==> config.mk <==
export PLATFORM = sky130hd
export DESIGN_NAME = reg_write_arbiter
export DESIGN_NICKNAME = d
export VERILOG_FILES = /design/src/rtl/reg_arb_pkg.sv /design/src/rtl/wb_fifo.sv /design/src/rtl/reg_write_arbiter.sv
export SDC_FILE = /design/constraint.sdc
export NUM_CORES = 1
export LEC_CHECK = 0
export ABC_AREA = 1
export BUFFER_PORTS_ARGS = -buffer_cell sky130_fd_sc_hd__buf_4
export CELL_PAD_IN_SITES_DETAIL_PLACEMENT = 1
export CELL_PAD_IN_SITES_GLOBAL_PLACEMENT = 1
export CORE_AREA = 5 5 131 133
export CTS_CLUSTER_SIZE = 14
export DETAILED_ROUTE_END_ITERATION = 16
export DIE_AREA = 0 0 136 138
export MAX_ROUTING_LAYER = met4
export PLACE_DENSITY = 0.85
export SETUP_SLACK_MARGIN = 0.4
export SLEW_MARGIN = 0
export SYNTH_ARGS = -nofsm -noshare
export SYNTH_HDL_FRONTEND = slang
export SYNTH_SLANG_ARGS = --single-unit
==> constraint.sdc <==
create_clock -name clk -period 3.35 [get_ports clk]
set_input_delay 0.8375 -clock clk [delete_from_list [all_inputs] [get_ports clk]]
set_output_delay 0.8375 -clock clk [all_outputs]
set_load 0.05 [all_outputs]
==> src/rtl/reg_arb_pkg.sv <==
// Shared types and helpers for the register-file write arbiter.
// Latency: none, declarations only.
// Backpressure: none, no flow control lives here.
package reg_arb_pkg;

  localparam int REG_ADDR_W = 5;
  localparam int NUM_REGS   = 32;
  localparam int WB_DATA_W  = 32;
  localparam logic [REG_ADDR_W-1:0] ZERO_REG = 5'd0;

  // Default writeback entry; the arbiter re-declares it at its own DATA_W.
  typedef struct packed {
    logic [REG_ADDR_W-1:0] addr;
    logic [WB_DATA_W-1:0]  data;
  } wb_entry_t;

  // One-hot decode of a destination register. r0 is hardwired and never pending.
  function automatic logic [NUM_REGS-1:0] reg_decode(input logic [REG_ADDR_W-1:0] addr);
    logic [NUM_REGS-1:0] onehot;
    onehot = '0;
    if (addr != ZERO_REG) onehot[addr] = 1'b1;
    return onehot;
  endfunction

endpackage

==> src/rtl/wb_fifo.sv <==
// Small circular FIFO of writeback entries with per-slot valid/address taps.
// Latency: a pushed entry is visible at head the cycle after the push.
// Backpressure: full is raised at DEPTH entries; caller must not push when full or pop when empty.
module wb_fifo
  import reg_arb_pkg::*;
#(
  parameter type entry_t = wb_entry_t,
  parameter int  DEPTH   = 2
) (
  input  logic                                 clk,
  input  logic                                 rst_n,
  input  logic                                 push,
  input  entry_t                               push_entry,
  input  logic                                 pop,
  output logic                                 full,
  output logic                                 empty,
  output entry_t                               head,
  output logic [DEPTH-1:0]                     entry_valid,
  output logic [DEPTH-1:0][REG_ADDR_W-1:0]     entry_addr
);

  localparam int PTR_W = $clog2(DEPTH);
  localparam int CNT_W = $clog2(DEPTH + 1);

  logic [PTR_W-1:0]    wr_ptr;
  logic [PTR_W-1:0]    rd_ptr;
  logic [CNT_W-1:0]    count;
  entry_t [DEPTH-1:0]  mem;

  // Pointer and occupancy bookkeeping; pointers wrap naturally (DEPTH is a power of two).
  always_ff @(posedge clk or negedge rst_n) begin
    if (!rst_n) begin
      wr_ptr <= '0;
      rd_ptr <= '0;
      count  <= '0;
    end else begin
      if (push) wr_ptr <= wr_ptr + PTR_W'(1);
      if (pop)  rd_ptr <= rd_ptr + PTR_W'(1);
      case ({push, pop})
        2'b10:   count <= count + CNT_W'(1);
        2'b01:   count <= count - CNT_W'(1);
        default: count <= count;
      endcase
    end
  end

  // Entry storage; contents are meaningless until count marks them valid, so no reset.
  always_ff @(posedge clk) begin
    if (push) mem[wr_ptr] <= push_entry;
  end

  assign full  = (count == CNT_W'(DEPTH));
  assign empty = (count == '0);
  assign head  = mem[rd_ptr];

  // A slot is live when its distance from the read pointer is below the occupancy.
  for (genvar g = 0; g < DEPTH; g++) begin : g_tap
    logic [PTR_W-1:0] offset;
    assign offset         = PTR_W'(g) - rd_ptr;
    assign entry_valid[g] = ({1'b0, offset} < count);
    assign entry_addr[g]  = mem[g].addr;
  end

endmodule

==> src/rtl/reg_write_arbiter.sv <==
// Shares the register-file write port between main writeback (priority) and buffered aux results.
// Latency: 1 cycle from the selected source to rf_we/rf_addr/rf_data.
// Backpressure: aux_ready drops when the FIFO is full; stall_req asks the pipeline to free a slot.
module reg_write_arbiter
  import reg_arb_pkg::*;
#(
  parameter int DATA_W   = 32,
  parameter int DEPTH    = 2,
  parameter int MAX_WAIT = 4
) (
  input  logic                  clk,
  input  logic                  rst_n,
  input  logic                  main_we,
  input  logic [REG_ADDR_W-1:0] main_addr,
  input  logic [DATA_W-1:0]     main_data,
  input  logic                  aux_valid,
  output logic                  aux_ready,
  input  logic [REG_ADDR_W-1:0] aux_addr,
  input  logic [DATA_W-1:0]     aux_data,
  input  logic [REG_ADDR_W-1:0] rs_addr,
  input  logic [REG_ADDR_W-1:0] rt_addr,
  input  logic [REG_ADDR_W-1:0] rd_addr,
  output logic                  hazard,
  output logic                  stall_req,
  output logic                  rf_we,
  output logic [REG_ADDR_W-1:0] rf_addr,
  output logic [DATA_W-1:0]     rf_data
);

  localparam int AGE_W = $clog2(MAX_WAIT + 1);

  typedef struct packed {
    logic [REG_ADDR_W-1:0] addr;
    logic [DATA_W-1:0]     data;
  } entry_t;

  logic                             main_req;
  logic                             push;
  logic                             pop;
  logic                             fifo_full;
  logic                             fifo_empty;
  entry_t                           push_entry;
  entry_t                           head;
  logic [DEPTH-1:0]                 entry_valid;
  logic [DEPTH-1:0][REG_ADDR_W-1:0] entry_addr;
  logic [NUM_REGS-1:0]              pend_mask;
  logic [AGE_W-1:0]                 age;
  logic [AGE_W-1:0]                 age_nxt;

  // A main write to r0 is no write at all, so it must not block a FIFO drain.
  assign main_req   = main_we && (main_addr != ZERO_REG);
  assign aux_ready  = !fifo_full;
  // Aux results for r0 complete the handshake but are dropped.
  assign push       = aux_valid && aux_ready && (aux_addr != ZERO_REG);
  assign pop        = !main_req && !fifo_empty;
  assign push_entry = {aux_addr, aux_data};

  wb_fifo #(
    .entry_t (entry_t),
    .DEPTH   (DEPTH)
  ) u_fifo (
    .clk         (clk),
    .rst_n       (rst_n),
    .push        (push),
    .push_entry  (push_entry),
    .pop         (pop),
    .full        (fifo_full),
    .empty       (fifo_empty),
    .head        (head),
    .entry_valid (entry_valid),
    .entry_addr  (entry_addr)
  );

  // Pending destinations are exactly the live FIFO slots; bit 0 stays clear by decode.
  always_comb begin
    pend_mask = '0;
    for (int i = 0; i < DEPTH; i++) begin
      if (entry_valid[i]) pend_mask = pend_mask | reg_decode(entry_addr[i]);
    end
  end

  // r0 operands never hazard because pend_mask[0] is never set.
  assign hazard = pend_mask[rs_addr] | pend_mask[rt_addr] | pend_mask[rd_addr];

  // Head wait time: restart on pop or empty, otherwise count up and saturate.
  always_comb begin
    age_nxt = age;
    if (fifo_empty || pop) begin
      age_nxt = '0;
    end else if (age != AGE_W'(MAX_WAIT)) begin
      age_nxt = age + AGE_W'(1);
    end
  end

  // Age and its stall flag move together so stall_req always reflects the current age.
  always_ff @(posedge clk or negedge rst_n) begin
    if (!rst_n) begin
      age       <= '0;
      stall_req <= 1'b0;
    end else begin
      age       <= age_nxt;
      stall_req <= (age_nxt == AGE_W'(MAX_WAIT));
    end
  end

  // Write-port register: main first, then FIFO head; address/data hold when idle.
  always_ff @(posedge clk or negedge rst_n) begin
    if (!rst_n) begin
      rf_we   <= 1'b0;
      rf_addr <= '0;
      rf_data <= '0;
    end else if (main_req) begin
      rf_we   <= 1'b1;
      rf_addr <= main_addr;
      rf_data <= main_data;
    end else if (pop) begin
      rf_we   <= 1'b1;
      rf_addr <= head.addr;
      rf_data <= head.data;
    end else begin
      rf_we   <= 1'b0;
    end
  end

endmodule

# Word-level counts from Yosys, hierarchy flattened
# Cells that the tools add are included.
dict set report totals {
  register_bits 120
  in_bits 93
  out_inout_bits 41
  elab_cells 86
}
dict set report op_classes {
  n_addsub 7
  magnitude_cmp 12
  n_eq_ne 5
  n_mux 29
  n_bitwise 3
  reduce_logical 18
}
# op n
set op_table {}
lappend op_table {{$mux W32} 7}
lappend op_table {{$mux W37} 3}
lappend op_table {{$bwmux W74} 1}
lappend op_table {{$demux W37 S1} 1}
lappend op_table {{$or A32 B32 Y32} 1}
lappend op_table {{$lt A5 B6 Y1 const B} 5}
lappend op_table {{$reduce_bool A5 Y1} 4}
lappend op_table {{$bmux W1 S5} 3}
lappend op_table {{$demux W1 S5} 2}
lappend op_table {{$ge A5 B1 Y1 const B} 2}
lappend op_table {{$mux W5} 2}
lappend op_table {{$logic_and A1 B1 Y1} 7}
lappend op_table {{$mux W1} 7}
lappend op_table {{$mux W3} 2}
lappend op_table {{$eq A2 B2 Y1 const B} 2}
lappend op_table {{$lt A1 B2 Y1} 2}
lappend op_table {{$lt A1 B2 Y1 const B} 2}
lappend op_table {{$pmux W2 S2} 1}
lappend op_table {{$reduce_bool A2 Y1} 2}
lappend op_table {{$add A3 B1 Y3 const B} 1}
lappend op_table {{$eq A3 B3 Y1 const B} 1}
lappend op_table {{$logic_not A1 Y1} 3}
lappend op_table {{$ne A3 B3 Y1 const B} 1}
lappend op_table {{$add A1 B1 Y1 const B} 2}
lappend op_table {{8 further kinds} 10}

# Longest topological paths before layout
# Gate-level depths: netlist of run 1.
dict set report depth {
  depth_word 12
  mapped_depth 15
  depth_no_buf 13
}

# Hierarchy
# Synthesis of run 1 repeated with hierarchy kept, for this count alone.
dict set report unflattened {
  cells_unflattened 817
  hier_area_um2 6418.7
}
# mod n_inst cells_per_inst area_each_um2 seq_area_each_um2
set by_module_without_submodules {}
lappend by_module_without_submodules {reg_write_arbiter 1 587 3430.8 1051.0}
lappend by_module_without_submodules {wb_fifo 1 230 2987.9 2322.2}

# Worst setup path after synthesis of run 1
# No wires, ideal clock.
dict set report synth_timing {
  kind {register -> register}
  start {reg u_fifo.count[1]}
  end {reg u_fifo.mem, in the netlist u_fifo.entry_addr[0] (enable)}
  setup_ns 0.431
  arrival_time_ns 2.687
  slack_ns 0.232
  path_stages_with_launch 5
  period_less_slack_ns 3.118
  cell_sequence {dfrtp_1 -> inv_2 -> or2_2 -> o311ai_2 -> nor2_1}
}
dict set report synth_via {
  elab_chain_cells 4
}
# element line_no
set synth_lines {}
lappend synth_lines {{start: declaration} wb_fifo.sv:27} ;# logic [CNT_W-1:0] count;
lappend synth_lines {{start signal: assignment} wb_fifo.sv:40} ;# 2'b10: count <= count + CNT_W'(1);
lappend synth_lines {{start signal: assignment} wb_fifo.sv:41} ;# 2'b01: count <= count - CNT_W'(1);
lappend synth_lines {{start signal: assignment} wb_fifo.sv:42} ;# default: count <= count;
lappend synth_lines {{$eq A2 B2 Y1} wb_fifo.sv:52} ;# assign full = (count == CNT_W'(DEPTH));
lappend synth_lines {{$logic_not A1 Y1} reg_write_arbiter.sv:52} ;# assign aux_ready = !fifo_full;
lappend synth_lines {{via aux_ready} reg_write_arbiter.sv:17} ;# output logic aux_ready,
lappend synth_lines {{$logic_and A1 B1 Y1 (2 in series)} reg_write_arbiter.sv:54} ;# assign push = aux_valid && aux_ready && (aux_addr != ZERO_REG);
lappend synth_lines {{end signal: indexed assignment} wb_fifo.sv:49} ;# if (push) mem[wr_ptr] <= push_entry;
lappend synth_lines {{end: declaration} wb_fifo.sv:28} ;# entry_t [DEPTH-1:0] mem;
# The timed path passes the listed nets, and every way through them passes these cells.
# A chain may end at the register's enable or synchronous reset.

# Worst setup path in the final report of run 1
dict set report layout_timing {
  start {reg u_fifo.mem, in the netlist u_fifo.entry_addr[4]}
  end {out hazard}
}
dict set report layout_via {
  elab_chain_cells 12
  word_cells_on_any_way 18
}
# element line_no
set layout_lines {}
lappend layout_lines {{$lt A5 B6 Y1 (implied by the code) or $ge A5 B1 Y1 (tied branches)} reg_arb_pkg.sv:21} ;# if (addr != ZERO_REG) onehot[addr] = 1'b1;
lappend layout_lines {{$logic_and A1 B1 Y1 (implied by the code)} reg_arb_pkg.sv:21}
lappend layout_lines {{$mux W1 (implied by the code)} reg_arb_pkg.sv:21}
lappend layout_lines {{$demux W1 S5} reg_arb_pkg.sv:21}
lappend layout_lines {{$mux W32 (*)} reg_arb_pkg.sv:21}
lappend layout_lines {{$mux W32 (*)} reg_write_arbiter.sv:78} ;# if (entry_valid[i]) pend_mask = pend_mask | reg_decode(entry_addr[i]);
lappend layout_lines {{$or A32 B32 Y32} reg_write_arbiter.sv:78}
lappend layout_lines {{$mux W32 (*)} reg_write_arbiter.sv:78}
lappend layout_lines {{$bmux W1 S5} reg_write_arbiter.sv:83} ;# assign hazard = pend_mask[rs_addr] | pend_mask[rt_addr] | pend_mask[rd_addr];
lappend layout_lines {{$mux W1 (implied by the code)} reg_write_arbiter.sv:83}
lappend layout_lines {{$or A1 B1 Y1} reg_write_arbiter.sv:83}
lappend layout_lines {{$or A1 B1 Y1 (*)} reg_write_arbiter.sv:83}
lappend layout_lines {{end: declaration} reg_write_arbiter.sv:23} ;# output logic hazard,
# Every way passes the cells marked *; elsewhere a longest branch is shown, timed or not. The select of a mux whose other input is x is not followed.

==> results of run 1 <==
[cell families (layout without fill, tap and decap cells)]
group,count (synthesis),in the layout
mux,12,12
compound gates,73,73
simple gates,427,427
xor+xnor,6,6
fa+ha+maj,3,3
flops,120,120
buf+inv,78,257
[worst max-delay path, delay by kind of cell (launching register included)]
kind | cells | cell delay [ns]
and+or+nand+nor | 8 | 1.02
DFF | 1 | 0.50
buffers and inverters | 2 | 0.31
AOI/OAI and AO/OA | 1 | 0.24
[synth_stat cells (10+ instances only)]
cell type  count
o211ai_1      12
a21oi_1       22
edfxtp_1      74
dfrtp_1       46
nand2_1      186
o311ai_2      16
buf_2         12
inv_1         36
mux2i_1       12
clkbuf_1      12
nor2_1        79
nand3_2       10
nand3_1      125
[through the flow]
step | instances | area, µm² | setup TNS, ns | total power (µW) | worst slack, ns
detailed placement | 1050 | 7709 | 0 | 5029 | 0.2401
global route | 1114 | 8949 | -0.03042 | 7767 | -0.03042
finish | 1114 | 8949 | 0 | 7529 | 0.01550
floorplan | 719 | 6485 | 0 | 4149 | 0.2316
CTS | 1105 | 8703 | 0 | 7185 | 0.2045
global placement | 1050 | 7709 | 0 | 4940 | 0.2571
[cell type report]
type                       count  area (µm²)
fill                        1763        6764
sequential                   120        3377
multi-input combinational    521        3142
timing repair buffer         179        1375
clock buffer                  29       583.1
tap                          216       270.3
inverter                      46       177.7
clock inverter                 3       23.77
[worst max-delay path by stage]
stage / startpoint / to / slack (ns) / cells past startpoint
after floorplan: u_fifo.count[1] / u_fifo.entry_addr[0] / 0.23 / 4
after global placement: rt_addr[0] / hazard / 0.26 / 12
after global routing: u_fifo.entry_addr[1] / hazard / -0.03 / 12
after CTS: u_fifo.entry_addr[6] / hazard / 0.20 / 13
final: u_fifo.entry_addr[4] / hazard / 0.02 / 11
after detailed placement: rt_addr[0] / hazard / 0.24 / 12
[power groups by stage]
stage,Combinational (µW),Sequential [µW],Clock [µW]
after CTS,3000,2310,1870
after global placement,2660,2280,0
after global routing,3430,2370,1970
after detailed placement,2730,2300,0
after floorplan,1300,2850,0
final,3290,2350,1890
[sequential cells by signal, summed over array words and instances (netlist names)]
| name | flops |
|---|---|
| u_fifo.rd_ptr | 1 |
| rf_data | 32 |
| rf_we | 1 |
| u_fifo.mem | 64 |
| u_fifo.wr_ptr | 1 |
| u_fifo.count | 2 |
| rf_addr | 5 |
| u_fifo.entry_addr | 10 |
| age | 3 |
| stall_req | 1 |
[metal layers]
layer,wire length (µm),up-vias,global-route usage [%],part of all wire [%]
li1,-,2819,-,-
met1,10430,3266,32.15,36
met2,14410,477,48.03,50
met3,2499,137,8.853,8.6
met4,1675,0,13.90,5.8
met5,0,-,-,0
[timing repair]
item	4_1_cts	5_1_grt
setup endpoints to repair	1	1
pin swaps	10	18
gates resized for setup	54	40
setup buffers	23	9
==> metrics.md, run 1 <==
| Metric | Value |
|---|---|
| Clock Root Buffer | `clkbuf_16` |
| Die W | `136 µm` |
| Yosys top cell area share | `34.29%` |
| Cell repeated most along the worst path | `nand3_2` |
| Max Slew Vio Count | `0` |
| # DRC | `0` |
| Slew HR | `53.72%` |
| Crit end category | `primary output` |
| Top_reg_cell synth | `edfxtp_1` |
| Largest family of logic cells by synthesized area | `simple AND/OR/NAND/NOR gates` |
| Logic pwr share | `43.7%` |
| # hold bufs at CTS | `0` |
| Top cells by area, synth | `edfxtp_1, dfrtp_1, nand2_1, nand3_1, nor2_1` |
| Sequential fraction of design power | `31.2%` |
| Crit-path cells | `buf_6, nor3_4, nand3_2, a21oi_1, nor2_1, nand2_1, nand3_1, nand3_2, nand2_2, nand3_2, buf_8` |
| Reg2Reg Launch Point | `u_fifo.count[0]` |
| Post-Route Utilization | `56.95%` |
| Leakage | `0.003825 µW` |
| EDFF count, synth | `74` |
| Outcome | `complete, no violations` |
| Largest net degree at the start of global routing | `47` |
| Hold crit path type | `primary input to asynchronous set/reset pin` |
| Post-Synth Simple-Gate Area | `29.70%` |
| Final #Nets | `981` |
| Routed len/inst | `26.04 µm` |
| Final worst-path cycle share | `99.54%` |
| Max Buffers Root-to-Sink | `2` |
| Commonest cells after routing, fill and taps aside | `nand2_1, buf_4, nand3_1` |
| YS warnings | `0` |
| Req. time, crit path | `2.51 ns` |
| Post-Syn Area per Cell | `9.012 µm²` |
| CTS sink cnt | `120` |
| Final Hold Viols | `0` |
| RSZ-0062 raised after global routing | `yes` |
| Final GP Congestion | `0.9399` |
| Worst vdd ir | `0.5863 mV` |
| Largest stage delay, worst path | `0.50 ns` |
| CP Launch Type | `flop` |
| Post-synthesis adder-cell area fraction | `0.5793%` |
| Synth async-reset ratio | `38.33%` |
| DIE HEIGHT | `138 µm` |
| Final setup fails | `0` |
| Post-synthesis sequential area ratio | `52.06%` |
| Crit-path max FO | `5` |
| R2R Setup Slk | `1.01 ns` |
| Pwr/cell area | `841.3 mW/mm²` |
| First-pass DRT Iterations | `5` |
| Final ANT Viol Nets | `0` |
| Syn Inst Count | `719` |
| Syn_nets | `815` |
| CTS Buf Count | `17` |
| Slew @ Worst Pin | `0.6942 ns` |
| Via count of the first global-routing pass | `7010` |
| Leading area contributor after synthesis | `edfxtp_1` |
| R2R cell count | `6` |
| Layout Skew | `0.01298 ns` |
| Synth cell types | `42` |
| Internal power | `4191 µW` |
| Die footprint | `0.01877 mm²` |
| Layout cells sized above 1 | `36.19%` |
| Grt total ovfl | `0` |
| Max-cap viol count | `0` |
| # diodes | `0` |
| Worst Setup Path Type | `flop to primary output` |
| DP Wirelength | `16150 µm` |
| Core area | `0.01571 mm²` |
| Fmax | `299.9 MHz` |
| Row count | `46` |
| Mux contribution to synthesized area | `1.854%` |
| Post-Synth XOR/XNOR Area | `0.8110%` |
| Drt total wl | `29010 µm` |
| Initial antenna violation count | `0` |
| Via density | `6.013` |
| Flop and latch count out of synthesis | `120` |
| Tmin final | `3.335 ns` |
| Htree depth | `4` |
| Tot GR Track Use | `29.19%` |
| Sw frac | `44.33%` |
| Compound-Gate Fraction of Synth Area | `9.693%` |
| Most common cell after layout, fill and taps aside | `nand2_1` |
| Post-Syn Area | `0.006480 mm²` |
| Slowest cell on crit path | `edfxtp_1` |
| First-pass GRT wire length | `40510 µm` |
| CTS tree | `done` |
| Hold slack | `0.4652 ns` |
| CTS clk-pin slew, worst paths | `0.06 ns` |
| Worst EP arrival | `2.50 ns` |
| # IOs | `134` |
| Worst-Skew Late Latency | `0.42 ns` |
| Initial DRC count | `677` |
| Reg2reg end | `rf_data[21]` |
| Synthesis-to-finish area growth | `38.10%` |
| Clock power share | `25.1%` |
| Starting Density | `41.24%` |
| NetSw | `3338 µW` |
| Vias | `6699` |
| Port Buffer Count | `133` |
Power figures use the tool's default switching activity.
==> run 2, diff against run 1 <==
Settings changed: CORE_AREA 5 5 131 133 to 5 5 137 139, DIE_AREA 0 0 136 138 to 0 0 142 144, PLACE_DENSITY 0.85 to 0.82, SETUP_SLACK_MARGIN 0.4 to 0.2.
Clock period 3.35 ns to 2.7 ns, I/O delays scaled along.
==> run 2 against run 1 <==
The flow now finishes with violations (setup timing). Core utilization fell by 2.2 points. Wire length down 4.0%. Non-clock buffer count rose by 32. Sequential power up 22%. Clock power up 20%. Cell area grew 7.3%. Critical endpoint unchanged. Highest routed layer unchanged.
==> metrics.md, run 2 (synthesized netlist as in run 1, its figures left out) <==
| Metric | Value |
|---|---|
| Reg2Reg Launch Point | `u_fifo.count[0]` |
| Largest net degree at the start of global routing | `47 (unchanged)` |
| Port Buffer Count | `133 (unchanged)` |
| Vias | `6577 (-1.8%)` |
| Final GP Congestion | `0.9308 (-0.97%)` |
| Drt total wl | `27850 µm (-4.0%)` |
| Reg2reg end | `rf_data[0]` |
| Die footprint | `0.02045 mm² (+9.0%)` |
| Initial antenna violation count | `0 (unchanged)` |
| Layout fillers | `1965 (+11%)` |
| Htree depth | `4 (unchanged)` |
| Crit-path cells | `inv_4, buf_12, nor2_4, buf_4, nand2_1, nand3_1, nand3_1, nand2_1, nand3_1, nand3_2, nand2_2, nand3_4, buf_8` |
| Final Non-Filler Cells | `1160 (+4.1%)` |
| CTS tree | `done` |
| Synthesis-to-finish area growth | `48.21%` |
| Final worst-path cycle share | `113.2%` |
| Routed len/inst | `24.01 µm (-7.8%)` |
| Violated checks | `setup timing` |
| Initial DRC count | `482 (-29%)` |
| Starting Density | `36.96% (-4.3 points)` |
| Via density | `5.670 (-5.7%)` |
| Core area | `0.01753 mm² (+12%)` |
| CP Launch Type | `flop` |
| Pwr Total | `9566 µW (+27%)` |
| Final Hold Viols | `0 (unchanged)` |
| Placed Cells | `1088 (+3.6%)` |
| Leakage | `0.004104 µW (+7.3%)` |
| Die W | `142 µm (+4.4%)` |
| Layout Skew | `0.01458 ns (+0.001599 ns)` |
| Worst Setup Path Type | `flop to primary output` |
| Largest stage delay, worst path | `0.51 ns (about the same)` |
| Fmax | `327.3 MHz` |
| Post-Route Utilization | `54.77% (-2.2 points)` |
| # diodes | `0 (unchanged)` |
| Final WS setup | `-0.3552 ns (-0.3707 ns)` |
| # hold bufs at CTS | `0 (unchanged)` |
| CTS sink cnt | `120 (unchanged)` |
| Req. time, crit path | `2.03 ns (-0.48 ns)` |
| RSZ-0062 raised after global routing | `yes` |
| R2R Setup Slk | `0.32 ns (-0.69 ns)` |
| Max reg flops | `64 (unchanged)` |
| Tmin final | `3.055 ns` |
| Area used by multi-input combinational logic | `0.003416 mm² (+8.7%)` |
| R2R cell count | `8 (+2)` |
| Clock Root Buffer | `clkbuf_16` |
| First-pass GRT wire length | `38920 µm (-3.9%)` |
| Worst-Skew Late Latency | `0.42 ns (about the same)` |
| CTS clk-pin slew, worst paths | `0.06 ns (about the same)` |
| Layout cells sized above 1 | `44.68% (+8.5 points)` |
| Most common cell after layout, fill and taps aside | `buf_4` |
| Crit-path max FO | `5 (unchanged)` |
| Slew @ Worst Pin | `0.6408 ns (-0.05338 ns)` |
| Max Buffers Root-to-Sink | `2 (unchanged)` |
| # IOs | `134 (unchanged)` |
| Max Slew Vio Count | `0 (unchanged)` |
| Cell family with most CP delay | `simple AND/OR/NAND/NOR gates` |
| Final #Nets | `1014 (+3.4%)` |
| Reg area | `0.003376 mm² (about the same)` |
| CP Buf/Inv Count | `4 (+2)` |
| Row count | `49 (+6.5%)` |
| Largest register by flop count | `u_fifo.mem` |
| Pre-CTS setup slack | `-0.1072 ns (-0.3473 ns)` |
| Final ANT Viol Nets | `0 (unchanged)` |
| Cell repeated most along the worst path | `nand3_1` |
| Final instance area | `0.009604 mm² (+7.3%)` |
| Worst vdd ir | `0.7815 mV (+33%)` |
| Via count of the first global-routing pass | `6911 (-1.4%)` |
| DIE HEIGHT | `144 µm (+4.3%)` |
| DP Wirelength | `16680 µm (+3.3%)` |
| Crit end category | `primary output` |
| DP Area | `0.007964 mm² (+3.3%)` |
| CTS Buf Count | `17 (unchanged)` |
| Grt total ovfl | `0 (unchanged)` |
| Slowest cell on crit path | `edfxtp_1` |
| Final setup fails | `1 (+1)` |
| Tot GR Track Use | `25.62% (-3.6 points)` |
| Worst EP arrival | `2.38 ns (-0.12 ns)` |
| # DRC | `0 (unchanged)` |
| Commonest cells after routing, fill and taps aside | `buf_4, nand2_1, nand3_1` |
| Outcome | `complete, but fails checks` |
| Max-cap viol count | `0 (unchanged)` |
| First-pass DRT Iterations | `5 (unchanged)` |
| Slew HR | `57.28% (+3.6 points)` |
| Hold crit path type | `primary input to asynchronous set/reset pin` |
| Pwr/cell area | `996.0 mW/mm² (+18%)` |
-- run 2: cell count changes in the layout (fill, tap and decap cells not counted), sizes merged --
cell	before	now
bufinv	0	2
nor2	83	84
clkinvlp	2	3
clkbuf	29	18
inv	45	46
buf	179	211
clkinv	2	9
-- run 2: what timing repair did --
item / CTS / global route
pin swaps: 29 / 40
cloned: 1 / 0
resized for setup: 71 / 107
setup buffers: 19 / 20
endpoints found under the hold margin: 0 / 0
endpoints found under the setup margin: 1 / 1
-- run 2: metrics by stage --
stage / setup TNS (ns) / hold slack [ns]
finish: -0.3552 / 0.2721
global route: -0.4414 / 0.3170
CTS: -0.2426 / 0.2928
detailed placement: -0.1072 / 0.4896
global placement: -0.1489 / 0.4670
floorplan: 0 / 0.3794
-- run 2: metal layers --
layer	vias up	part of all wire, %	track usage (%)
li1	2879	-	-
met1	3284	38	29.47
met2	322	52	44.15
met3	92	6.4	5.589
met4	0	3.6	9.343
met5	-	0	-
-- run 2: how the worst max path moves through the flow --
| stage | endpoint | start | cells past startpoint |
|---|---|---|---|
| final | hazard | u_fifo.entry_addr[2] | 13 |
| after global routing | hazard | u_fifo.entry_addr[2] | 13 |
| after CTS | hazard | u_fifo.entry_addr[7] | 13 |
| after detailed placement | hazard | rt_addr[0] | 11 |
| after global placement | hazard | rt_addr[0] | 11 |
| after floorplan | u_fifo.entry_addr[0] | u_fifo.count[1] | 4 |
-- run 2: where the power goes --
part	leakage [µW]	internal (µW)	total [µW]	switching, µW
clock	0.000276	1360	2260	900
sequential	0.00124	2520	2870	340
combinational	0.00259	1470	4440	2960
-- run 2: final cells by class --
class | instances | share of cell area, %
Clock buffer | 18 | 4.468
Clock inverter | 14 | 1.576
Inverter | 46 | 2.150
Multi-Input combinational cell | 522 | 35.57
Sequential cell | 120 | 35.15
Tap cell | 229 | 2.983
Timing Repair Buffer | 211 | 18.11
